### config.mk
export PLATFORM = sky130hd
export DESIGN_NAME = id_ex_ctrl_flat
export DESIGN_NICKNAME = d
export VERILOG_FILES = /design/src/rtl/id_ex_ctrl_if.sv /design/src/rtl/id_ex_ctrl.sv /design/src/flat_wrapper.sv
export SDC_FILE = /design/constraint.sdc
export NUM_CORES = 1
export LEC_CHECK = 0
export BUFFER_PORTS_ARGS = -buffer_cell sky130_fd_sc_hd__buf_2
export CORE_ASPECT_RATIO = 0.8
export CORE_MARGIN = 3
export CORE_UTILIZATION = 40
export CTS_BUF_LIST = sky130_fd_sc_hd__clkbuf_4
export DETAILED_ROUTE_END_ITERATION = 7
export PLACE_DENSITY = 0.67
export SYNTH_ARGS = -nofsm -noshare
export SYNTH_HDL_FRONTEND = slang
export SYNTH_SLANG_ARGS = --single-unit
export TNS_END_PERCENT = 10
### constraint.sdc
create_clock -name clk -period 5.1 [get_ports clk]
set_input_delay 0.255 -clock clk [delete_from_list [all_inputs] [get_ports clk]]
set_output_delay 0.255 -clock clk [all_outputs]
set_load 0.005 [all_outputs]
### src/rtl/id_ex_ctrl_if.sv
// Bus between the ID stage, the ID/EX control slot and the EX stage.
// Handshake: a transfer happens on a rising clk edge where valid and ready
// are both 1; valid must not depend on ready, and the producer keeps its
// payload stable while valid=1 and ready=0.
interface id_ex_ctrl_if #(
    parameter int XLEN  = 32,
    parameter int CNT_W = 16
);
    // ID side
    logic             id_valid;
    logic             id_ready;
    logic [31:0]      id_inst;
    logic [XLEN-1:0]  id_pc;
    logic             flush;
    // EX side
    logic             ex_ready;
    logic             ex_valid;
    logic [1:0]       ex_alu_op;
    logic [3:0]       ex_alu_funct;
    logic [4:0]       ex_rs1;
    logic [4:0]       ex_rs2;
    logic [4:0]       ex_rd;
    logic [XLEN-1:0]  ex_imm;
    logic             ex_src_imm;
    logic             ex_src_pc;
    logic             ex_mem_read;
    logic             ex_mem_write;
    logic             ex_reg_write;
    logic             ex_branch;
    logic             ex_jump;
    logic             ex_illegal;
    logic [XLEN-1:0]  ex_pc;
    logic [CNT_W-1:0] stall_cnt;

    // Environment view: drives ID/EX inputs, observes the slot.
    modport master (
        output id_valid, id_inst, id_pc, flush, ex_ready,
        input  id_ready, ex_valid, ex_alu_op, ex_alu_funct, ex_rs1, ex_rs2,
               ex_rd, ex_imm, ex_src_imm, ex_src_pc, ex_mem_read,
               ex_mem_write, ex_reg_write, ex_branch, ex_jump, ex_illegal,
               ex_pc, stall_cnt
    );

    // Control-stage view.
    modport slave (
        input  id_valid, id_inst, id_pc, flush, ex_ready,
        output id_ready, ex_valid, ex_alu_op, ex_alu_funct, ex_rs1, ex_rs2,
               ex_rd, ex_imm, ex_src_imm, ex_src_pc, ex_mem_read,
               ex_mem_write, ex_reg_write, ex_branch, ex_jump, ex_illegal,
               ex_pc, stall_cnt
    );
endinterface

### src/rtl/id_ex_ctrl.sv
// RV32I decode into a single registered ID/EX slot with valid/ready
// handshake, redirect flush and load-use bubble insertion.
module id_ex_ctrl #(
    parameter int XLEN  = 32,
    parameter int CNT_W = 16
) (
    input  logic             clk,
    input  logic             rst_n,
    id_ex_ctrl_if.slave      bus
);
    localparam logic [6:0] OP_R      = 7'b0110011;
    localparam logic [6:0] OP_IMM    = 7'b0010011;
    localparam logic [6:0] OP_LOAD   = 7'b0000011;
    localparam logic [6:0] OP_STORE  = 7'b0100011;
    localparam logic [6:0] OP_BRANCH = 7'b1100011;
    localparam logic [6:0] OP_LUI    = 7'b0110111;
    localparam logic [6:0] OP_AUIPC  = 7'b0010111;
    localparam logic [6:0] OP_JAL    = 7'b1101111;
    localparam logic [6:0] OP_JALR   = 7'b1100111;

    localparam logic [1:0] ALU_OP_ADD = 2'b00;
    localparam logic [1:0] ALU_OP_SUB = 2'b01;
    localparam logic [1:0] ALU_OP_R   = 2'b10;
    localparam logic [1:0] ALU_OP_I   = 2'b11;

    logic [31:0] inst;
    logic [6:0]  opcode;
    logic [31:0] imm_i, imm_s, imm_b, imm_u, imm_j;

    assign inst   = bus.id_inst;
    assign opcode = inst[6:0];
    assign imm_i  = {{20{inst[31]}}, inst[31:20]};
    assign imm_s  = {{20{inst[31]}}, inst[31:25], inst[11:7]};
    assign imm_b  = {{19{inst[31]}}, inst[31], inst[7], inst[30:25], inst[11:8], 1'b0};
    assign imm_u  = {inst[31:12], 12'b0};
    assign imm_j  = {{11{inst[31]}}, inst[31], inst[19:12], inst[20], inst[30:21], 1'b0};

    logic [1:0]  d_alu_op;
    logic [31:0] d_imm;
    logic        d_src_imm, d_src_pc, d_mem_read, d_mem_write;
    logic        d_reg_write, d_branch, d_jump, d_illegal;
    logic        d_rs1_used, d_rs2_used, d_rd_zero, d_rs1_zero;
    logic [4:0]  d_rs1, d_rs2, d_rd;

    // Combinational opcode decode into control flags and the selected immediate.
    always_comb begin
        d_alu_op    = ALU_OP_ADD;
        d_imm       = 32'b0;
        d_src_imm   = 1'b0;
        d_src_pc    = 1'b0;
        d_mem_read  = 1'b0;
        d_mem_write = 1'b0;
        d_reg_write = 1'b0;
        d_branch    = 1'b0;
        d_jump      = 1'b0;
        d_illegal   = 1'b0;
        d_rs1_used  = 1'b0;
        d_rs2_used  = 1'b0;
        d_rd_zero   = 1'b0;
        d_rs1_zero  = 1'b0;
        unique case (opcode)
            OP_R: begin
                d_alu_op    = ALU_OP_R;
                d_reg_write = 1'b1;
                d_rs1_used  = 1'b1;
                d_rs2_used  = 1'b1;
            end
            OP_IMM: begin
                d_alu_op    = ALU_OP_I;
                d_imm       = imm_i;
                d_src_imm   = 1'b1;
                d_reg_write = 1'b1;
                d_rs1_used  = 1'b1;
            end
            OP_LOAD: begin
                d_imm       = imm_i;
                d_src_imm   = 1'b1;
                d_mem_read  = 1'b1;
                d_reg_write = 1'b1;
                d_rs1_used  = 1'b1;
            end
            OP_STORE: begin
                d_imm       = imm_s;
                d_src_imm   = 1'b1;
                d_mem_write = 1'b1;
                d_rs1_used  = 1'b1;
                d_rs2_used  = 1'b1;
                d_rd_zero   = 1'b1;
            end
            OP_BRANCH: begin
                d_alu_op    = ALU_OP_SUB;
                d_imm       = imm_b;
                d_branch    = 1'b1;
                d_rs1_used  = 1'b1;
                d_rs2_used  = 1'b1;
                d_rd_zero   = 1'b1;
            end
            OP_LUI: begin
                d_imm       = imm_u;
                d_src_imm   = 1'b1;
                d_reg_write = 1'b1;
                d_rs1_zero  = 1'b1;
            end
            OP_AUIPC: begin
                // Operand A is the PC, so the rs1 field never reads the RF.
                d_imm       = imm_u;
                d_src_imm   = 1'b1;
                d_src_pc    = 1'b1;
                d_reg_write = 1'b1;
            end
            OP_JAL: begin
                d_imm       = imm_j;
                d_src_pc    = 1'b1;
                d_jump      = 1'b1;
                d_reg_write = 1'b1;
                d_rs1_zero  = 1'b1;
            end
            OP_JALR: begin
                d_imm       = imm_i;
                d_src_imm   = 1'b1;
                d_jump      = 1'b1;
                d_reg_write = 1'b1;
                d_rs1_used  = 1'b1;
            end
            default: begin
                d_illegal   = 1'b1;
            end
        endcase
    end

    assign d_rs1 = d_rs1_zero ? 5'd0 : inst[19:15];
    assign d_rs2 = d_rs2_used ? inst[24:20] : 5'd0;
    assign d_rd  = d_rd_zero  ? 5'd0 : inst[11:7];

    // Load-use: the load in the slot produces rd only after EX/MEM, so a
    // dependent instruction must wait one bubble behind it.
    logic hazard;
    assign hazard = bus.ex_valid & bus.ex_mem_read & (bus.ex_rd != 5'd0) & bus.id_valid &
                    ((d_rs1_used & (d_rs1 == bus.ex_rd)) |
                     (d_rs2_used & (d_rs2 == bus.ex_rd)));

    assign bus.id_ready = rst_n & ~bus.flush & ~hazard & (~bus.ex_valid | bus.ex_ready);

    // Bubble counter: one count per stalled edge, saturating, ignored under flush.
    always_ff @(posedge clk) begin
        if (!rst_n) begin
            bus.stall_cnt <= '0;
        end else if (hazard && !bus.flush && (bus.stall_cnt != {CNT_W{1'b1}})) begin
            bus.stall_cnt <= bus.stall_cnt + 1'b1;
        end
    end

    // Slot update: reset, flush, hold under backpressure, load, else bubble.
    always_ff @(posedge clk) begin
        if (!rst_n) begin
            bus.ex_valid     <= 1'b0;
            bus.ex_alu_op    <= 2'b0;
            bus.ex_alu_funct <= 4'b0;
            bus.ex_rs1       <= 5'b0;
            bus.ex_rs2       <= 5'b0;
            bus.ex_rd        <= 5'b0;
            bus.ex_imm       <= '0;
            bus.ex_src_imm   <= 1'b0;
            bus.ex_src_pc    <= 1'b0;
            bus.ex_mem_read  <= 1'b0;
            bus.ex_mem_write <= 1'b0;
            bus.ex_reg_write <= 1'b0;
            bus.ex_branch    <= 1'b0;
            bus.ex_jump      <= 1'b0;
            bus.ex_illegal   <= 1'b0;
            bus.ex_pc        <= '0;
        end else if (bus.flush) begin
            bus.ex_valid <= 1'b0;
        end else if (bus.ex_valid && !bus.ex_ready) begin
            bus.ex_valid <= 1'b1;
        end else if (bus.id_valid && bus.id_ready) begin
            bus.ex_valid     <= 1'b1;
            bus.ex_alu_op    <= d_alu_op;
            bus.ex_alu_funct <= {inst[30], inst[14:12]};
            bus.ex_rs1       <= d_rs1;
            bus.ex_rs2       <= d_rs2;
            bus.ex_rd        <= d_rd;
            bus.ex_imm       <= XLEN'($signed(d_imm));
            bus.ex_src_imm   <= d_src_imm;
            bus.ex_src_pc    <= d_src_pc;
            bus.ex_mem_read  <= d_mem_read;
            bus.ex_mem_write <= d_mem_write;
            bus.ex_reg_write <= d_reg_write;
            bus.ex_branch    <= d_branch;
            bus.ex_jump      <= d_jump;
            bus.ex_illegal   <= d_illegal;
            bus.ex_pc        <= bus.id_pc;
        end else begin
            bus.ex_valid <= 1'b0;
        end
    end
endmodule
### src/flat_wrapper.sv
// flat-port wrapper written by rule: the top's interface ports become plain ports
module id_ex_ctrl_flat 
#(
    parameter int XLEN  = 32,
    parameter int CNT_W = 16
)
  (clk, rst_n, bus_id_valid, bus_id_inst, bus_id_pc, bus_flush, bus_ex_ready, bus_id_ready, bus_ex_valid, bus_ex_alu_op, bus_ex_alu_funct, bus_ex_rs1, bus_ex_rs2, bus_ex_rd, bus_ex_imm, bus_ex_src_imm, bus_ex_src_pc, bus_ex_mem_read, bus_ex_mem_write, bus_ex_reg_write, bus_ex_branch, bus_ex_jump, bus_ex_illegal, bus_ex_pc, bus_stall_cnt);
  id_ex_ctrl_if #(.XLEN(XLEN), .CNT_W(CNT_W)) bus_i ();
  input  logic clk;
  input  logic rst_n;
  input wire logic [$bits(bus_i.id_valid)-1:0] bus_id_valid;
  input wire logic [$bits(bus_i.id_inst)-1:0] bus_id_inst;
  input wire logic [$bits(bus_i.id_pc)-1:0] bus_id_pc;
  input wire logic [$bits(bus_i.flush)-1:0] bus_flush;
  input wire logic [$bits(bus_i.ex_ready)-1:0] bus_ex_ready;
  output wire logic [$bits(bus_i.id_ready)-1:0] bus_id_ready;
  output wire logic [$bits(bus_i.ex_valid)-1:0] bus_ex_valid;
  output wire logic [$bits(bus_i.ex_alu_op)-1:0] bus_ex_alu_op;
  output wire logic [$bits(bus_i.ex_alu_funct)-1:0] bus_ex_alu_funct;
  output wire logic [$bits(bus_i.ex_rs1)-1:0] bus_ex_rs1;
  output wire logic [$bits(bus_i.ex_rs2)-1:0] bus_ex_rs2;
  output wire logic [$bits(bus_i.ex_rd)-1:0] bus_ex_rd;
  output wire logic [$bits(bus_i.ex_imm)-1:0] bus_ex_imm;
  output wire logic [$bits(bus_i.ex_src_imm)-1:0] bus_ex_src_imm;
  output wire logic [$bits(bus_i.ex_src_pc)-1:0] bus_ex_src_pc;
  output wire logic [$bits(bus_i.ex_mem_read)-1:0] bus_ex_mem_read;
  output wire logic [$bits(bus_i.ex_mem_write)-1:0] bus_ex_mem_write;
  output wire logic [$bits(bus_i.ex_reg_write)-1:0] bus_ex_reg_write;
  output wire logic [$bits(bus_i.ex_branch)-1:0] bus_ex_branch;
  output wire logic [$bits(bus_i.ex_jump)-1:0] bus_ex_jump;
  output wire logic [$bits(bus_i.ex_illegal)-1:0] bus_ex_illegal;
  output wire logic [$bits(bus_i.ex_pc)-1:0] bus_ex_pc;
  output wire logic [$bits(bus_i.stall_cnt)-1:0] bus_stall_cnt;
  assign bus_i.id_valid = bus_id_valid;
  assign bus_i.id_inst = bus_id_inst;
  assign bus_i.id_pc = bus_id_pc;
  assign bus_i.flush = bus_flush;
  assign bus_i.ex_ready = bus_ex_ready;
  assign bus_id_ready = bus_i.id_ready;
  assign bus_ex_valid = bus_i.ex_valid;
  assign bus_ex_alu_op = bus_i.ex_alu_op;
  assign bus_ex_alu_funct = bus_i.ex_alu_funct;
  assign bus_ex_rs1 = bus_i.ex_rs1;
  assign bus_ex_rs2 = bus_i.ex_rs2;
  assign bus_ex_rd = bus_i.ex_rd;
  assign bus_ex_imm = bus_i.ex_imm;
  assign bus_ex_src_imm = bus_i.ex_src_imm;
  assign bus_ex_src_pc = bus_i.ex_src_pc;
  assign bus_ex_mem_read = bus_i.ex_mem_read;
  assign bus_ex_mem_write = bus_i.ex_mem_write;
  assign bus_ex_reg_write = bus_i.ex_reg_write;
  assign bus_ex_branch = bus_i.ex_branch;
  assign bus_ex_jump = bus_i.ex_jump;
  assign bus_ex_illegal = bus_i.ex_illegal;
  assign bus_ex_pc = bus_i.ex_pc;
  assign bus_stall_cnt = bus_i.stall_cnt;
  id_ex_ctrl #(.XLEN(XLEN), .CNT_W(CNT_W)) u_core (.clk(clk), .rst_n(rst_n), .bus(bus_i));
endmodule
==> impl_metrics.csv, run 1 <==
group,metric,value,unit
placement,placedCellCount,872,
cells_and_area,drive_gt1_share,26.58,%
synth,synth_commonest_cells,"122 x nand2_1, 118 x nand3_1, 110 x dfxtp_1",
cells_and_area,nFillCells,1051,
global_routing,grt_pass1_wl,23010,µm
die,die_w,127.8,µm
synth,synth_compound_area_share,12.41,%
synth,synth-main-ff-cell,"dfxtp_1",
min_path,hp-class,"input port to register",
timing,rsz0062_at_grt,"false",
synth,synth_fa_ha_area_share,0.2636,%
drt,viasPerCell,5.236,
drt,post_drt_wl_per_cell,15.60,µm
global_routing,grt_pass1_vias,4593,
power,internal_power,0.001080,W
synth,synthMuxAreaShare,1.898,%
placement,dpl_cell_area,5659,µm²
run_status,status,"completed",
drt,ant_nets,0,
clock_network,cts.clk_slew.worst_paths,170,ps
power,clkPwrFrac,27.0,%
timing,worst_pin_slew,1294,ps
synth,synth_top_area_cell,"dfxtp_1",
synth,synthTopCellsByArea,"dfxtp_1 46%, nand3_1 12%, nand2_1 9.6%",
clock_network,clkSinkCount,110,
power,p_seq_share,60.4,%
drt,drcViolationCount,0,
power,p_leak,3.067,nW
synth,netlist.area_leader.share,46.39,%
cells_and_area,fin_nets,855,
timing,whs,52.81,ps
synth,synthXorXnorAreaFrac,1.661,%
timing,worst_slack,2014,ps
synth,synth_seq_area_share,46.39,%
synth,synth_top_family_by_area,"simple AND/OR/NAND/NOR gates",
drt,routed_wl,14570,µm
die,rows,34,
die,boundaryPins,180,
clock_network,cts_made_buffers,9,
cells_and_area,syn_to_final_growth,31.47,%
power,p_comb_share,12.6,%
timing,fmax,324.0,MHz
synth,synthArstFlopShare,0,%
synth,synth_seq_cells,110,
timing,period_share,60.52,%
setup_path,worstPathMaxFanout,54,
die,die_h,103.4,µm
cells_and_area,instances_no_fill,934,
synth,ys_types,56,
power,ir_drop,0.1126,mV
power,swShare,27.46,%
timing,setup_viol,0,
synth,synth_area_per_cell,8.115,µm²
clock_network,tritoncts,"done",
drt,dr.pass1.iters,4,
synth,syn-cell-area,4747,µm²
die,initial_core_util,42.27,%
clock_network,htreeDepth,3,
timing,period_minus_slack,3086,ps
timing,setup_tns,0,ps
timing,relSlewSlack,13.20,%
setup_path,startpoint_type,"register",
timing,final_max_slew_viol_count,0,
clock_network,post_cts_buffers,0,
cells_and_area,diodes,0,
global_routing,grt_start_max_net_pins,108,
synth,synth_most_common_cell,"nand2_1",
drt,drt_iter0_drc,283,
placement,pre_cts_slack,1701,ps
power,p_switching,0.0004088,W
setup_path,rr_worst_depth,8,
drt,vias,4890,
synth,synth_warnings,0,
global_routing,antenna_found_initial,0,
synth,synth_edf_count,0,
synth,synthCells,585,
synth,synth-simple-area-share,32.84,%
min_path,hold_path_depth,3,
placement,routabilityCongestion,0.8445,
flow_run,maxCapViolations,0,
placement,portBuffers,179,
die,dieArea,13220,µm²
placement,place_hpwl,10190,µm
clock_network,cts_root_buffer,"clkbuf_4",
synth,syn-num-nets,655,
clock_network,cts_buffer_depth,2,
setup_path,worst_ep_arrival_time,3470,ps
global_routing,track_usage,21.56,%
cells_and_area,stdcell_area,6241,µm²
timing,hold_violations,0,
setup_path,crit_type,"register to register",
power,p_per_area,238.5,nW/µm²
clock_network,clock_latency,470,ps
timing,finClkSkew,18.65,ps
setup_path,required,5490,ps
global_routing,gr-total-overflow,0,
die,core-area,11230,µm²
setup_path,crit_path_end_kind,"register",
[layer usage]
metal  track usage, %  vias to the layer above  wire length (µm)
met4            4.894                        0               179
met1            27.38                     2266              6523
met2            36.60                      172              6830
li1                 -                     2435                 -
met3            6.417                       17              1037
met5                0                        -                 0
[area by class of cell]
cell class / instances / area, µm² / share of cell area (%)
clock buffer: 10 / 75.07 / 1.203
clock inverter: 6 / 46.29 / 0.7418
inverter: 5 / 18.77 / 0.3007
multi-input combinational: 430 / 2330 / 37.33
sequential: 110 / 2202 / 35.28
tap: 144 / 180.2 / 2.887
timing repair buffer: 229 / 1389 / 22.25
[worst max-delay path: stages, from the launching register on]
cell	delay, ps
dfxtp_1	470
nand2b_1	140
o221ai_1	170
a2111oi_4	440
nor2_1	170
o31ai_4	790
buf_4	560
nand3_1	140
o21ai_0	130
[cells by family (layout without fill, tap and decap cells)]
group,Yosys count,after routing
XOR/XNOR,9,9
adder cells (fa/ha/maj),1,1
AND/OR/NAND/NOR,319,319
multiplexers,9,9
AO/OA/AOI/OAI,92,92
flip-flops,110,110
buffers and inverters,45,250
[state kept, by name, indices dropped and copies added (netlist names), 2 cells and up]
register and cells:
u_core.bus.ex_alu_funct 4, u_core.bus.ex_imm 32, u_core.bus.stall_cnt 16, u_core.bus.ex_rd 5
u_core.bus.ex_rs2 5, u_core.bus.ex_alu_op 2, u_core.bus.ex_rs1 5, u_core.bus.ex_pc 32
[power groups by stage]
stage	combinational, W	sequential [W]	clock, W
floorplan	0.0000829	0.000918	0
detailed placement	0.000158	0.000917	0
CTS	0.000186	0.000899	0.000423
finish	0.000187	0.000899	0.000402
global placement	0.000155	0.000916	0
global route	0.000207	0.000902	0.000451
[path summary, 6_finish.rpt]
path,from,endpoint,slack [ps]
worst max-delay path,u_core.bus.ex_rd[4],u_core.bus.ex_imm[27],2010
worst min-delay path,bus_id_inst[16],u_core.bus.ex_rs1[1],50
worst max register to register,u_core.bus.ex_rd[4],u_core.bus.ex_imm[27],2010
worst min register to register,u_core.bus.ex_pc[30],u_core.bus.ex_pc[30],460
[per-stage QoR]
| step | total power [W] | util [%] |
|---|---|---|
| 2_1_floorplan | 0.001001 | - |
| 5_1_grt | 0.001560 | 55.57 |
| 6_report | 0.001489 | 55.57 |
| 3_5_place_dp | 0.001075 | 50.39 |
| 4_1_cts | 0.001508 | 55.57 |
| 3_3_place_gp | 0.001071 | 50.39 |
[timing repair]
item / 4_1_cts / 5_1_grt
resized for setup: 0 / 0
hold endpoints to repair: 47 / 0
hold buffers: 46 / 0
[placed cells by master (no fill, tap or decap), types with 9 or more instances in the layout]
cell type      count
dlygate4sd3_1     46
a21oi_1           29
nor2_1            14
buf_2            178
nand2_1          122
dfxtp_1          110
mux2i_1            9
clkbuf_4          10
nand3_1          118
and3_1            11
o21ai_0           35
nand2b_1          13
No activity file was read; power rests on OpenSTA's default activity.
==> run 2: changes to the inputs <==
==> constraint.sdc (replaced) <==
create_clock -name clk -period 2.9 [get_ports clk]
set_input_delay 0.145 -clock clk [delete_from_list [all_inputs] [get_ports clk]]
set_output_delay 0.145 -clock clk [all_outputs]
set_load 0.005 [all_outputs]
==> run 2 against run 1 <==
Net effect:
- sequential share of layout area shrank 1.3 points
- design area increased by 3.7%
- clock-buffer cell count shrank 1
- sequential power rose by 76%
- via count rose by 1.4%
- highest routed layer unchanged
==> impl_metrics.csv, run 2 (synthesized netlist as in run 1, its figures left out) <==
group,metric,value,unit
global_routing,gr-total-overflow,0,
timing,period_minus_slack,2820,ps
setup_path,reg2reg_from,"u_core.bus.ex_rd[1]",
power,ir_drop,0.2165,mV
timing,fmax,354.7,MHz
setup_path,worst_ep_arrival_time,3190,ps
timing,relSlewSlack,27.58,%
setup_path,startpoint_type,"input port",
drt,dr.pass1.iters,5,
run_status,status,"completed",
setup_path,cp_slowest_cell,"dlygate4sd3_1",
timing,period_share,97.23,%
timing,worst_pin_slew,1086,ps
drt,routed_wl,14750,µm
cells_and_area,fin_nets,872,
setup_path,worstPathMaxFanout,12,
setup_path,crit_path_end_kind,"register",
die,die_h,103.4,µm
setup_path,crit_path_max_incr_delay,560,ps
timing,whs,92.86,ps
die,dieArea,13220,µm²
clock_network,tritoncts,"done",
timing,setup_tns,0,ps
setup_path,crit_type,"input port to register",
power,p_leak,3.174,nW
cells_and_area,syn_to_final_growth,36.37,%
global_routing,grt_pass1_wl,23400,µm
setup_path,path_cells,"dlygate4sd3_1 > buf_2 > nand4b_1 > or3_4 > a311oi_1 > or3_4 > o21ai_1 > o21ai_0 > a21oi_1 > dlygate4sd3_1",
drt,drt_iter0_drc,331,
min_path,hp-class,"input port to register",
global_routing,antenna_found_initial,0,
power,p_per_area,432.7,nW/µm²
clock_network,cts_buffer_depth,2,
global_routing,grt_start_max_net_pins,108,
drt,viasPerCell,5.220,
timing,rsz0062_at_grt,"false",
timing,finClkSkew,20.60,ps
clock_network,cts_made_buffers,9,
cells_and_area,drive_gt1_share,26.43,%
die,rows,34,
die,initial_core_util,42.27,%
drt,vias,4959,
drt,drcViolationCount,0,
setup_path,timing.rr.end,"u_core.bus.ex_valid",
setup_path,crit_end,"u_core.bus.ex_valid",
placement,routabilityCongestion,0.9562,
setup_path,startpoint,"bus_id_inst[4]",
clock_network,htreeDepth,3,
cells_and_area,final_common_cell,"buf_2",
cells_and_area,diodes,0,
clock_network,clkSinkCount,110,
setup_path,regToRegSetupSlack,380,ps
die,boundaryPins,180,
cells_and_area,largest_registers,"u_core.bus.ex_imm (32), u_core.bus.ex_pc (32), u_core.bus.stall_cnt (16)",
clock_network,cts_root_buffer,"clkbuf_4",
timing,final_max_slew_viol_count,0,
die,core-area,11230,µm²
drt,ant_nets,0,
placement,portBuffers,179,
global_routing,grt_pass1_vias,4756,
drt,post_drt_wl_per_cell,15.52,µm
setup_path,required,3270,ps
placement,place_hpwl,10140,µm
flow_run,maxCapViolations,0,
clock_network,post_cts_buffers,0,
global_routing,track_usage,21.82,%
die,die_w,127.8,µm
clock_network,clock_latency,460,ps
timing,setup_viol,0,
timing,hold_violations,0,
setup_path,rr_worst_depth,8,
cells_and_area,layout_common_cells,"178 x buf_2, 122 x nand2_1, 118 x nand3_1, 110 x dfxtp_1, 60 x dlygate4sd3_1",
clock_network,cts.clk_slew.worst_paths,160,ps
## run 2: area by class of cell
type / instances / area (µm²)
clock inverter: 6 / 93.84
sequential: 110 / 2202
fill: 1003 / 4757
timing repair buffer: 246 / 1577
clock buffer: 9 / 67.56
tap: 144 / 180.2
multi-input combinational: 430 / 2335
inverter: 5 / 18.77
## run 2: routing by layer
layer / track usage, % / wire, µm / vias to the layer above
met5: 0 / 0 / -
met4: 5.873 / 217 / 0
met3: 5.493 / 1200 / 20
met2: 37.77 / 6983 / 206
met1: 27.41 / 6343 / 2262
li1: - / - / 2471
## run 2: timing repair
item	CTS	global route
endpoints found under the hold margin	79	0
endpoints found under the setup margin	0	1
resized for setup	0	1
hold buffers	60	0
## run 2: worst min-delay path by stage
stage,start,end,slack (ps),cells past startpoint
2_1_floorplan,bus_id_inst[12],u_core.bus.ex_alu_funct[0],240,2
3_3_place_gp,bus_id_pc[3],u_core.bus.ex_pc[3],330,3
3_5_place_dp,bus_id_pc[30],u_core.bus.ex_pc[30],330,3
4_1_cts,bus_id_inst[6],u_core.bus.ex_branch,40,3
5_1_grt,bus_id_inst[6],u_core.bus.ex_branch,70,3
6_report,bus_id_inst[6],u_core.bus.ex_branch,90,3
## run 2: critical path, delay by kind of cell
kind / cells / cell delay (ps)
buffers and inverters: 3 / 1300
AND/OR/NAND/NOR: 3 / 960
AO/OA/AOI/OAI: 4 / 770
## run 2: per-stage QoR
stage	total power (W)	cells	cell area, µm²	setup WS (ps)	utilization [%]
after CTS	0.002836	950	6469	81.91	57.60
final	0.002801	950	6474	80.41	57.64
after global routing	0.002929	950	6474	6.804	57.64
after floorplan	0.001760	585	4747	794.3	-
after detailed placement	0.001897	875	5707	316.3	50.81
after global placement	0.001889	875	5707	442.6	50.81
## run 2: power breakdown
| group | internal, W | leakage (nW) | switching, W |
|---|---|---|---|
| registers | 0.00155 | 0.893 | 0.0000265 |
| clock network | 0.000355 | 0.0883 | 0.000514 |
| logic | 0.000168 | 2.19 | 0.000184 |
